**src/rtl/ring_output_arbiter.sv**
```systemverilog
// Ring router output port: two alternating single-entry VC buffers (even/odd cycle),
// with a per-VC round-robin fill arbiter over the cw / ccw / pe input buffers.
module ring_output_arbiter #(
    parameter int HOP_LSB = 18,
    parameter int HOP_W   = 8
) (
    input  logic        clk,
    input  logic        reset,
    input  logic        cw_req,
    input  logic [63:0] cw_data,
    output logic        cw_gnt,
    input  logic        ccw_req,
    input  logic [63:0] ccw_data,
    output logic        ccw_gnt,
    input  logic        pe_req,
    input  logic [63:0] pe_data,
    output logic        pe_gnt,
    output logic [63:0] odo,
    output logic        oso,
    input  logic        oro,
    output logic        polarity
);

    typedef enum logic [1:0] {
        SRC_CW   = 2'd0,
        SRC_CCW  = 2'd1,
        SRC_PE   = 2'd2,
        SRC_NONE = 2'd3
    } src_e;

    logic             polarity_q, polarity_d;
    logic [1:0]       vc_full_q, vc_full_d;
    logic [1:0][63:0] vc_data_q, vc_data_d;
    logic [1:0][1:0]  rr_q, rr_d;
    logic             oso_q, oso_d;
    logic [63:0]      odo_q, odo_d;

    logic        drain_idx;
    logic        fill_idx;
    logic        fill_ok;
    logic [1:0]  rr_cur;
    src_e        winner;
    logic [63:0] win_data;
    logic [63:0] fwd_data;

    always_comb begin
        drain_idx = polarity_q;
        fill_idx  = ~polarity_q;
        // Grants are suppressed while reset is held so nothing is popped upstream.
        fill_ok   = reset && !vc_full_q[fill_idx] && (cw_req || ccw_req || pe_req);
        rr_cur    = rr_q[fill_idx];

        winner = SRC_NONE;
        if (fill_ok) begin
            case (rr_cur)
                2'd1: begin
                    if (ccw_req)     winner = SRC_CCW;
                    else if (pe_req) winner = SRC_PE;
                    else             winner = SRC_CW;
                end
                2'd2: begin
                    if (pe_req)      winner = SRC_PE;
                    else if (cw_req) winner = SRC_CW;
                    else             winner = SRC_CCW;
                end
                default: begin
                    if (cw_req)       winner = SRC_CW;
                    else if (ccw_req) winner = SRC_CCW;
                    else              winner = SRC_PE;
                end
            endcase
        end

        cw_gnt  = (winner == SRC_CW);
        ccw_gnt = (winner == SRC_CCW);
        pe_gnt  = (winner == SRC_PE);

        case (winner)
            SRC_CW:  win_data = cw_data;
            SRC_CCW: win_data = ccw_data;
            SRC_PE:  win_data = pe_data;
            default: win_data = '0;
        endcase

        // One hop consumed on this link: hop field is halved.
        fwd_data = win_data;
        fwd_data[HOP_LSB +: HOP_W] = {1'b0, win_data[HOP_LSB+1 +: HOP_W-1]};

        polarity_d = ~polarity_q;
        vc_full_d  = vc_full_q;
        vc_data_d  = vc_data_q;
        rr_d       = rr_q;
        oso_d      = 1'b0;
        odo_d      = '0;

        if (vc_full_q[drain_idx] && oro) begin
            oso_d                = 1'b1;
            odo_d                = vc_data_q[drain_idx];
            vc_full_d[drain_idx] = 1'b0;
        end

        if (winner != SRC_NONE) begin
            vc_full_d[fill_idx] = 1'b1;
            vc_data_d[fill_idx] = fwd_data;
            rr_d[fill_idx]      = (winner == SRC_PE) ? 2'd0 : 2'(winner + 2'd1);
        end
    end

    always_ff @(posedge clk) begin
        if (!reset) begin
            polarity_q <= 1'b0;
            vc_full_q  <= '0;
            vc_data_q  <= '0;
            rr_q       <= '0;
            oso_q      <= 1'b0;
            odo_q      <= '0;
        end else begin
            polarity_q <= polarity_d;
            vc_full_q  <= vc_full_d;
            vc_data_q  <= vc_data_d;
            rr_q       <= rr_d;
            oso_q      <= oso_d;
            odo_q      <= odo_d;
        end
    end

    assign odo      = odo_q;
    assign oso      = oso_q;
    assign polarity = polarity_q;

endmodule

```
**config.mk**
```make
export PLATFORM = sky130hd
export DESIGN_NAME = ring_output_arbiter
export DESIGN_NICKNAME = d
export VERILOG_FILES = /design/src/rtl/ring_output_arbiter.sv
export SDC_FILE = /design/constraint.sdc
export NUM_CORES = 1
export LEC_CHECK = 0
export CORE_MARGIN = 1
export CORE_UTILIZATION = 50
export CTS_BUF_LIST = sky130_fd_sc_hd__clkbuf_16
export DETAILED_ROUTE_END_ITERATION = 12
export PLACE_DENSITY = 0.87
export SLEW_MARGIN = 10
export SYNTH_ARGS = -nofsm -noshare
export SYNTH_HDL_FRONTEND = slang
export SYNTH_SLANG_ARGS = --single-unit
export TNS_END_PERCENT = 5
```
**constraint.sdc**
```tcl
create_clock -name clk -period 8.09 [get_ports clk]
set_input_delay 1.618 -clock clk [delete_from_list [all_inputs] [get_ports clk]]
set_output_delay 1.618 -clock clk [all_outputs]
set_load 0.01 [all_outputs]
```
## Word-level counts from Yosys, hierarchy flattened

Index checks and enable logic that the tools add are counted.

| operators by class | value |
|---|---|
| bitwise gates (word level) | 4 |
| equal/unequal tests | 5 |
| reduce and logical (&&, ||, !) cells | 10 |
| order comparisons | 4 |
| mux-type cells | 31 |
| add/sub/neg operators | 1 |

Operator list:

| operator | number |
|---|---|
| $mux 64 | 3 |
| $pmux 64 s3 | 1 |
| $bwmux 128 | 1 |
| $demux 64 s1 | 1 |
| $mux 2 | 12 |
| $mux 1 | 8 |
| $logic_and 1x1->1 | 5 |
| $bwmux 4 | 1 |
| $eq 2x1->1 const B | 2 |
| $eq 2x2->1 const B | 2 |
| $lt 1x2->1 const B | 2 |
| $pmux 2 s2 | 1 |
| $add 2x1->2 const B | 1 |
| $and 2x2->2 | 1 |
| $demux 1 s1 | 2 |
| $demux 2 s1 | 1 |
| $ge 1x1->1 const B | 2 |
| $logic_not 2->1 | 1 |
| $logic_or 1x1->1 | 2 |
| $ne 2x2->1 const B | 1 |
| $not 2->2 | 1 |
| $or 2x2->2 | 1 |
| $reduce_and 2->1 | 1 |
| $logic_not 1->1 | 1 |
| $not 1->1 | 1 |

| word-level totals | value |
|---|---|
| output and inout bits | 69 |
| input port bits | 198 |
| flip-flop bits (word level) | 200 |

## Logic depth before layout (Yosys ltp)

Gate-level depths: netlist of the first run.

| logic depth | value |
|---|---|
| word-level depth | 10 |
| depth in mapped cells | 14 |
| depth with buffers taken out | 8 |

## Worst setup path after synthesis of the first run

No wires, ideal clock.

| timing path | value |
|---|---|
| path type | register to output |
| from | register polarity_q, in the netlist polarity |
| to | output pe_gnt |
| arrival | 2.768 ns |
| stages on the path, launching flop included | 11 |
| buffers on the path | 4 |
| required time | 6.472 ns |
| slack | 3.704 ns |
| path through | dfxtp_1 buf_2 buf_1 mux2i_1 inv_1 ha_1 nand3b_1 o221ai_1 and2_0 clkbuf_1 buf_1 |

| between the ends | value |
|---|---|
| word-level cells in the longest chain between the ends | 7 |

RTL lines:

| element | line | source |
|---|---|---|
| start, declared | 31 | `logic polarity_q, polarity_d;` |
| start signal, assigned | 118 | `polarity_q <= polarity_d;` |
| parallel branches: the longest is 5 deep, another holds $mux 2 | n/a |  |
| $mux 2 * | 54 | `if (fill_ok) begin` |
| $eq 2x2->1 * | 76 | `pe_gnt = (winner == SRC_PE);` |
| end, declared | 17 | `output logic pe_gnt,` |

Every way passes the cells marked *. The select of a mux whose other input is x is not followed.

## Worst setup path in the final report of the first run

| timing path | value |
|---|---|
| from | input ccw_req |
| to | output cw_gnt |

| between the ends | value |
|---|---|
| word-level cells in the longest chain between the ends | 5 |

RTL lines:

| element | line | source |
|---|---|---|
| start, declared | 12 | `input logic ccw_req,` |
| $mux 2 / $logic_or 1x1->1 (equally long branches) | 68, 50 |  |
| $mux 2 / $logic_or 1x1->1 (equally long branches) | 67, 50 |  |
| $pmux 2 s2 / $logic_and 1x1->1 (equally long branches) | 55, 50 |  |
| $mux 2 * | 54 |  |
| $logic_not 2->1 * | 74 | `cw_gnt = (winner == SRC_CW);` |
| end, declared | 11 | `output logic cw_gnt,` |

Mark *: on every way between the ends. The rest lies on a longest branch, timed or not.

==> implementation parameters, run 1 <==
Parameter                              Value

STA
  Number of setup violations in the final report    0
  Post-layout minimum cycle time    6.18 ns
  Relative slew slack    ~22%
  Worst-case setup margin in the final layout    1.91 ns
  Max-slew violation count    0
  Setup tns final    0 ns
  Top achievable clock speed    0.162 GHz
  Final worst clock skew    0.00832 ns
  Worst-Margin Slew    about 1.2 ns
  Final count of hold timing violations    0
  Smallest hold slack    0.478 ns
  RSZ-0062 raised after global routing    no
  Fin crit share    76.4%

Clocking
  Clock edge transition at the registers on the reported setup and hold paths    0.07 ns
  Hold_buf cts    0
  Master cell of the clock root buffer    clkbuf_16
  CTS Buf Count    17
  Sink Count    197
  Clock latency reported for the late side of the worst-skew pair    0.43 ns
  Number of cells upsized or downsized after cts    0
  Htree depth    4
  Clock tree from TritonCTS    yes
  Number of buffers inserted to repair setup after CTS    0
  Deepest clock path buffer count    2

Cells and area
  # diodes    0
  Layout Nets    about 1200
  Share of cells above drive strength 1    11.3%
  Post-route standard cell area excluding fillers    11400 um^2
  Area Growth Syn to Fin    38.3%

Power
  Total leakage power    4.28 nW
  Power Dens Cells    just under 200 nW/um^2
  Maximum resistive drop on vdd    0.000174 V

Worst setup path
  Register-to-register setup slack    3.66 ns
  Worst endpoint required time    roughly 6.5 ns
  Kind of critical path    primary input to output pin
  Reg2reg path depth    6
  Data arrival time at the worst-slack endpoint    around 4.6 ns
  CP Launch Type    primary input
  Reg-to-Reg End    vc_data_q[79]$_SDFFE_PN0P_
  Critical path fanouts, max    34
  Nature of the critical path endpoint    output pin
  R2R Path Start    polarity$_SDFF_PN0_

Global route
  Global-route wire length before repair    35000 um
  Number of global-route vias before repair    roughly 7000
  Initial antenna violation count    1
  GRT overflow    0
  Overall global routing resource usage    around a quarter
  Largest net degree at the start of global routing    102

Placement
  DPL Wire Length    14300 um
  Worst-case setup slack after placement    1.94 ns
  Port Buffers    roughly 260
  Routability congestion estimate    0.749
  Cell area reported after detailed placement    10800 um^2

Logic synthesis
  EDFF count, synth    0
  Share of flip-flops with an asynchronous set or reset    0%
  Number of instances in the synthesized netlist    ~840
  Net count after synthesis    1042
  Sequential share of the synthesized area    47.9%
  Prevailing post-synth register cell    dfxtp_1
  Syn_area_per_cell    9.79 um^2
  Yosys Warn Count    0
  Number of distinct standard cells referenced by the synthesized netlist    40
  Cell area after technology mapping    8240 um^2
  Number of synthesized register bits    roughly 200

Hold path
  Endpoint with the worst hold slack    vc_data_q[8]$_SDFFE_PN0P_
  Hold Path Stages    1
  Worst hold-check path type    flop to flop
  Hold wc startpoint    vc_data_q[8]$_SDFFE_PN0P_

Drt
  Met3 routed WL    1270 um
  Detailed Routing Iterations Pass 1    7
  Number of antenna-violating nets in the routed design    0
  Total vias in the final route    about 7400
  Number of DRC markers after the initial detailed-route iteration    roughly 550
  Total Wirelength    22400 um
  Via/cell ratio    between 5 and 6
  Wire length on met2    about 11000 um
  DRC violations left    0
  Length of routed wiring on met1    between 9000 and 10000 um
  Routed len/inst    17.6 um
  Highest signal layer in the routed design    met5

Floorplan
  Standard-cell rows    between 40 and 50
  Std-Cell Core Area    16000 um^2
  Die Outline Area    17000 um^2
  Die width    between 100 and 150 um
  Starting utilization of the core area    51.5%
  Vertical die dimension    around 130 um
  I/O pin total    267

Run status
  Result of the run    completed

Run
  Max_cap viols    0
layout make-up:
type / count / area, um^2
Tap cell: 216 / 270
Timing Repair Buffer: 270 / 2680
Inverter: 5 / 18.8
Sequential cell: 197 / 3950
Clock buffer: 17 / 425
Clock inverter: 15 / 144
Multi-Input combinational cell: 552 / 3910
Fill cell: 1239 / 4610
synth_stat cells (all sizes together), types with 2 or more instances:
cell | instances | area share, %
o21ai | 70 | 4.3
nand2 | 12 | 0.55
dfxtp | 197 | 48
buf | 28 | 2.0
a22oi | 32 | 2.9
nand3 | 3 | 0.18
and2 | 4 | 0.33
nor2b | 5 | 0.38
a211oi | 56 | 5.2
ha | 2 | 0.30
a31oi | 16 | 1.2
o221a | 2 | 0.27
nor2 | 63 | 2.9
a31o | 56 | 6.0
inv | 5 | 0.23
mux2i | 94 | 11
mux2 | 29 | 4.0
clkbuf | 60 | 2.7
a22o | 5 | 0.53
a21oi | 84 | 5.1
nand3b | 3 | 0.27
and3 | 4 | 0.30
a21boi | 2 | 0.18
sequential cells by signal, indices dropped and copies added (netlist names):
name and cells:
rr_q 4, odo 63, vc_data_q 126, oso 1, vc_full_q 2, polarity 1
critical path: stages:
cell and delay [ns]:
clkdlybuf4s50_1 0.53, nand3b_1 0.17, and3_2 0.64, buf_4 0.51
and3_1 0.47, clkdlybuf4s50_1 0.61
logic make-up after synthesis:
kind of cell	Yosys count	synth area share [%]
buffers and inverters	93	4.96
multiplexers	123	15.4
adder cells (fa/ha/maj)	2	0.304
other	1	0.0455
AO/OA/AOI/OAI	327	26.0
flip-flops	197	47.9
AND/OR/NAND/NOR	99	5.43
worst max path at each step:
stage / from / slack [ns] / to / cells after the start
finish: ccw_req / 1.91 / cw_gnt / 6
global route: ccw_req / 1.77 / cw_gnt / 6
CTS: ccw_req / 1.92 / cw_gnt / 6
detailed placement: ccw_req / 1.94 / cw_gnt / 6
global placement: pe_req / 1.99 / cw_gnt / 6
floorplan: polarity$_SDFF_PN0_ / 3.70 / pe_gnt / 10
cells in the final DEF, fill, tap and decap left out, types with 6 or more instances in the layout:
cell type / Yosys / routed
mux2_2: 29 / 29
inv_6: 0 / 6
buf_4: 2 / 9
a31o_1: 20 / 20
clkdlybuf4s50_1: 0 / 261
o21ai_0: 70 / 70
a21oi_1: 84 / 84
a31oi_1: 16 / 16
a211oi_1: 55 / 55
nand2_1: 12 / 12
clkbuf_16: 0 / 17
a22oi_1: 32 / 32
nor2_1: 63 / 63
dfxtp_1: 197 / 196
mux2i_1: 94 / 94
a31o_2: 36 / 36
where the power goes:
| group | internal (mW) | total (mW) | switching (mW) | leakage (nW) |
|---|---|---|---|---|
| Clock | 0.432 | 0.814 | 0.382 | 0.273 |
| Sequential | 1.03 | 1.07 | 0.0337 | 1.61 |
| Combinational | 0.196 | 0.375 | 0.179 | 2.40 |
per-layer routing:
layer / vias up / global-route usage (%)
met1: 3584 / 32.2
met4: 2 / 10.6
met3: 45 / 6.64
li1: 3530 / -
met5: - / 0
met2: 231 / 44.7
through the flow:
| stage | cells | total power, mW | util [%] |
|---|---|---|---|
| 6_report | 1272 | 2.26 | 71.2 |
| 5_1_grt | 1272 | 2.35 | 71.2 |
| 4_1_cts | 1272 | 2.27 | 71.2 |
| 3_5_place_dp | 1240 | 1.46 | 67.7 |
| 3_3_place_gp | 1240 | 1.44 | 67.7 |
| 2_1_floorplan | 842 | 1.31 | - |
No activity file was read; power rests on OpenSTA's default activity.
==> inputs of run 2 (changes only) <==
Settings changed: CORE_UTILIZATION 50 to 46, PLACE_DENSITY 0.87 to 0.81.
Clock period 8.09 ns to 5.85 ns, I/O delays scaled along.
==> run 2 against run 1 <==
  * Cell count grew 0.79%
  * First-iteration DRC count decreased by 21%
  * Utilization decreased by 5.3 points
  * Sequential power is 37% higher
  * Register-to-register slack lost 1.5 ns
  * Worst hold slack worse by 0.0024 ns
  * Critical path depth down 1
  * Wire length grew 1.3%
  * Count of clock-buffer cells in the layout rose by 1
  * Clock skew grew 0.0010 ns
  * Global-route usage shrank 1.9 points
  * Total power increased by 43%
  * Largest power group unchanged
==> implementation parameters, run 2 (synthesis results as in run 1) <==
Parameter                              Value

Run status
  Result of the run    completed

Cells and area
  Final standard cell utilization of the core    about two thirds
  Post-route standard cell area excluding fillers    roughly 11000 um^2
  Non-filler instance count after layout    1282
  Top library cells by usage in the layout, fill and taps aside    261 x clkdlybuf4s50_1, 196 x dfxtp_1, 94 x mux2i_1
  # diodes    0
  Number of flip-flops in the largest register    126
  Largest reg by FF count    vc_data_q
  Layout Nets    1246
  Area Growth Syn to Fin    39.4%
  Leading cell type in the layout, fill and taps excluded    clkdlybuf4s50_1
  Fill count    1437
  Share of cells above drive strength 1    11.4%

Hold path
  Hold wc startpoint    vc_data_q[0]$_SDFFE_PN0P_
  Endpoint with the worst hold slack    vc_data_q[0]$_SDFFE_PN0P_
  Worst hold-check path type    flop to flop
  Hold Path Stages    1

STA
  Max-slew violation count    0
  Final worst clock skew    0.00937 ns
  Number of setup violations in the final report    0
  Post-layout minimum cycle time    around 4.8 ns
  Setup tns final    0 ns
  Smallest hold slack    0.476 ns
  Worst-Margin Slew    1.19 ns
  Final count of hold timing violations    0
  Fin crit share    81.9%
  Relative slew slack    20.8%
  Worst-case setup margin in the final layout    about 1.1 ns
  RSZ-0062 raised after global routing    no
  Top achievable clock speed    0.209 GHz

Clocking
  Clock latency reported for the late side of the worst-skew pair    0.42 ns
  Clock edge transition at the registers on the reported setup and hold paths    0.06 ns
  Deepest clock path buffer count    2
  Sink Count    197
  CTS Buf Count    17
  Number of buffers inserted to repair setup after CTS    0
  Clock tree from TritonCTS    yes
  Htree depth    4
  Number of cells upsized or downsized after cts    0
  Hold_buf cts    0
  Master cell of the clock root buffer    clkbuf_16

Worst setup path
  Reg2reg path depth    9
  CP Launch Type    primary input
  Worst endpoint required time    4.68 ns
  Reg-to-Reg End    vc_data_q[24]$_SDFFE_PN0P_
  Data arrival time at the worst-slack endpoint    3.62 ns
  R2R Path Start    polarity$_SDFF_PN0_
  Kind of critical path    primary input to output pin
  Critical path fanouts, max    28
  Nature of the critical path endpoint    output pin
  Register-to-register setup slack    2.13 ns

Global route
  Number of global-route vias before repair    6980
  Largest net degree at the start of global routing    74
  Initial antenna violation count    1
  GRT overflow    0
  Overall global routing resource usage    approximately 25%
  Global-route wire length before repair    35700 um

Floorplan
  Std-Cell Core Area    about 17000 um^2
  Die Outline Area    18500 um^2
  Standard-cell rows    48
  Die width    136 um
  I/O pin total    267
  Vertical die dimension    136 um
  Starting utilization of the core area    47.3%

Drt
  DRC violations left    0
  Total Wirelength    22700 um
  Wire length on met2    11700 um
  Number of antenna-violating nets in the routed design    0
  Met3 routed WL    1090 um
  Total vias in the final route    approximately 7300
  Routed len/inst    ~18 um
  Detailed Routing Iterations Pass 1    5
  Highest signal layer in the routed design    met5
  Length of routed wiring on met1    around 9400 um
  Via/cell ratio    about 5.7
  Number of DRC markers after the initial detailed-route iteration    ~440

Placement
  DPL Wire Length    14800 um
  Port Buffers    262
  Cell count after placement    between 1000 and 1500
  Cell area reported after detailed placement    10900 um^2
  Worst-case setup slack after placement    0.825 ns
  Routability congestion estimate    0.783

Power
  Power Dens Cells    about 280 nW/um^2
  Maximum resistive drop on vdd    roughly 0.00022 V
  Overall power    about 3.2 mW
  Total leakage power    4.32 nW

Run
  Max_cap viols    0
-- run 2: cell type report --
cell class / instances / area (um^2) / share of cell area [%]
clock buffer: 18 / 450 / 3.92
clock inverter: 12 / 176 / 1.54
inverter: 5 / 18.8 / 0.163
multi-input combinational: 552 / 3910 / 34.0
sequential: 197 / 3950 / 34.4
tap: 225 / 282 / 2.45
timing repair buffer: 273 / 2700 / 23.5
-- run 2: worst max-delay path by stage --
stage	start	endpoint	slack (ns)	cells after the start
floorplan	polarity$_SDFF_PN0_	pe_gnt	1.91	10
global placement	pe_req	pe_gnt	0.92	5
detailed placement	pe_req	pe_gnt	0.82	5
CTS	pe_req	pe_gnt	0.81	5
global route	ccw_req	cw_gnt	0.97	5
finish	ccw_req	cw_gnt	1.06	5
-- run 2: metal layers --
layer / global-route usage [%] / vias up
met2: 42.1 / 212
met5: 0 / -
li1: - / 3533
met4: 8.58 / 2
met1: 30.0 / 3524
met3: 5.41 / 34
-- run 2: critical path, cell delays in order --
cell	delay, ns
clkdlybuf4s50_1	0.53
nand3b_1	0.17
and3_2	0.61
and3_1	0.52
clkdlybuf4s50_1	0.62
-- run 2: power breakdown --
| part | total, mW | switching [mW] | internal, mW |
|---|---|---|---|
| registers | 1.47 | 0.0443 | 1.43 |
| logic | 0.522 | 0.249 | 0.273 |
| clock network | 1.23 | 0.492 | 0.736 |
| total | 3.22 | 0.785 | 2.44 |
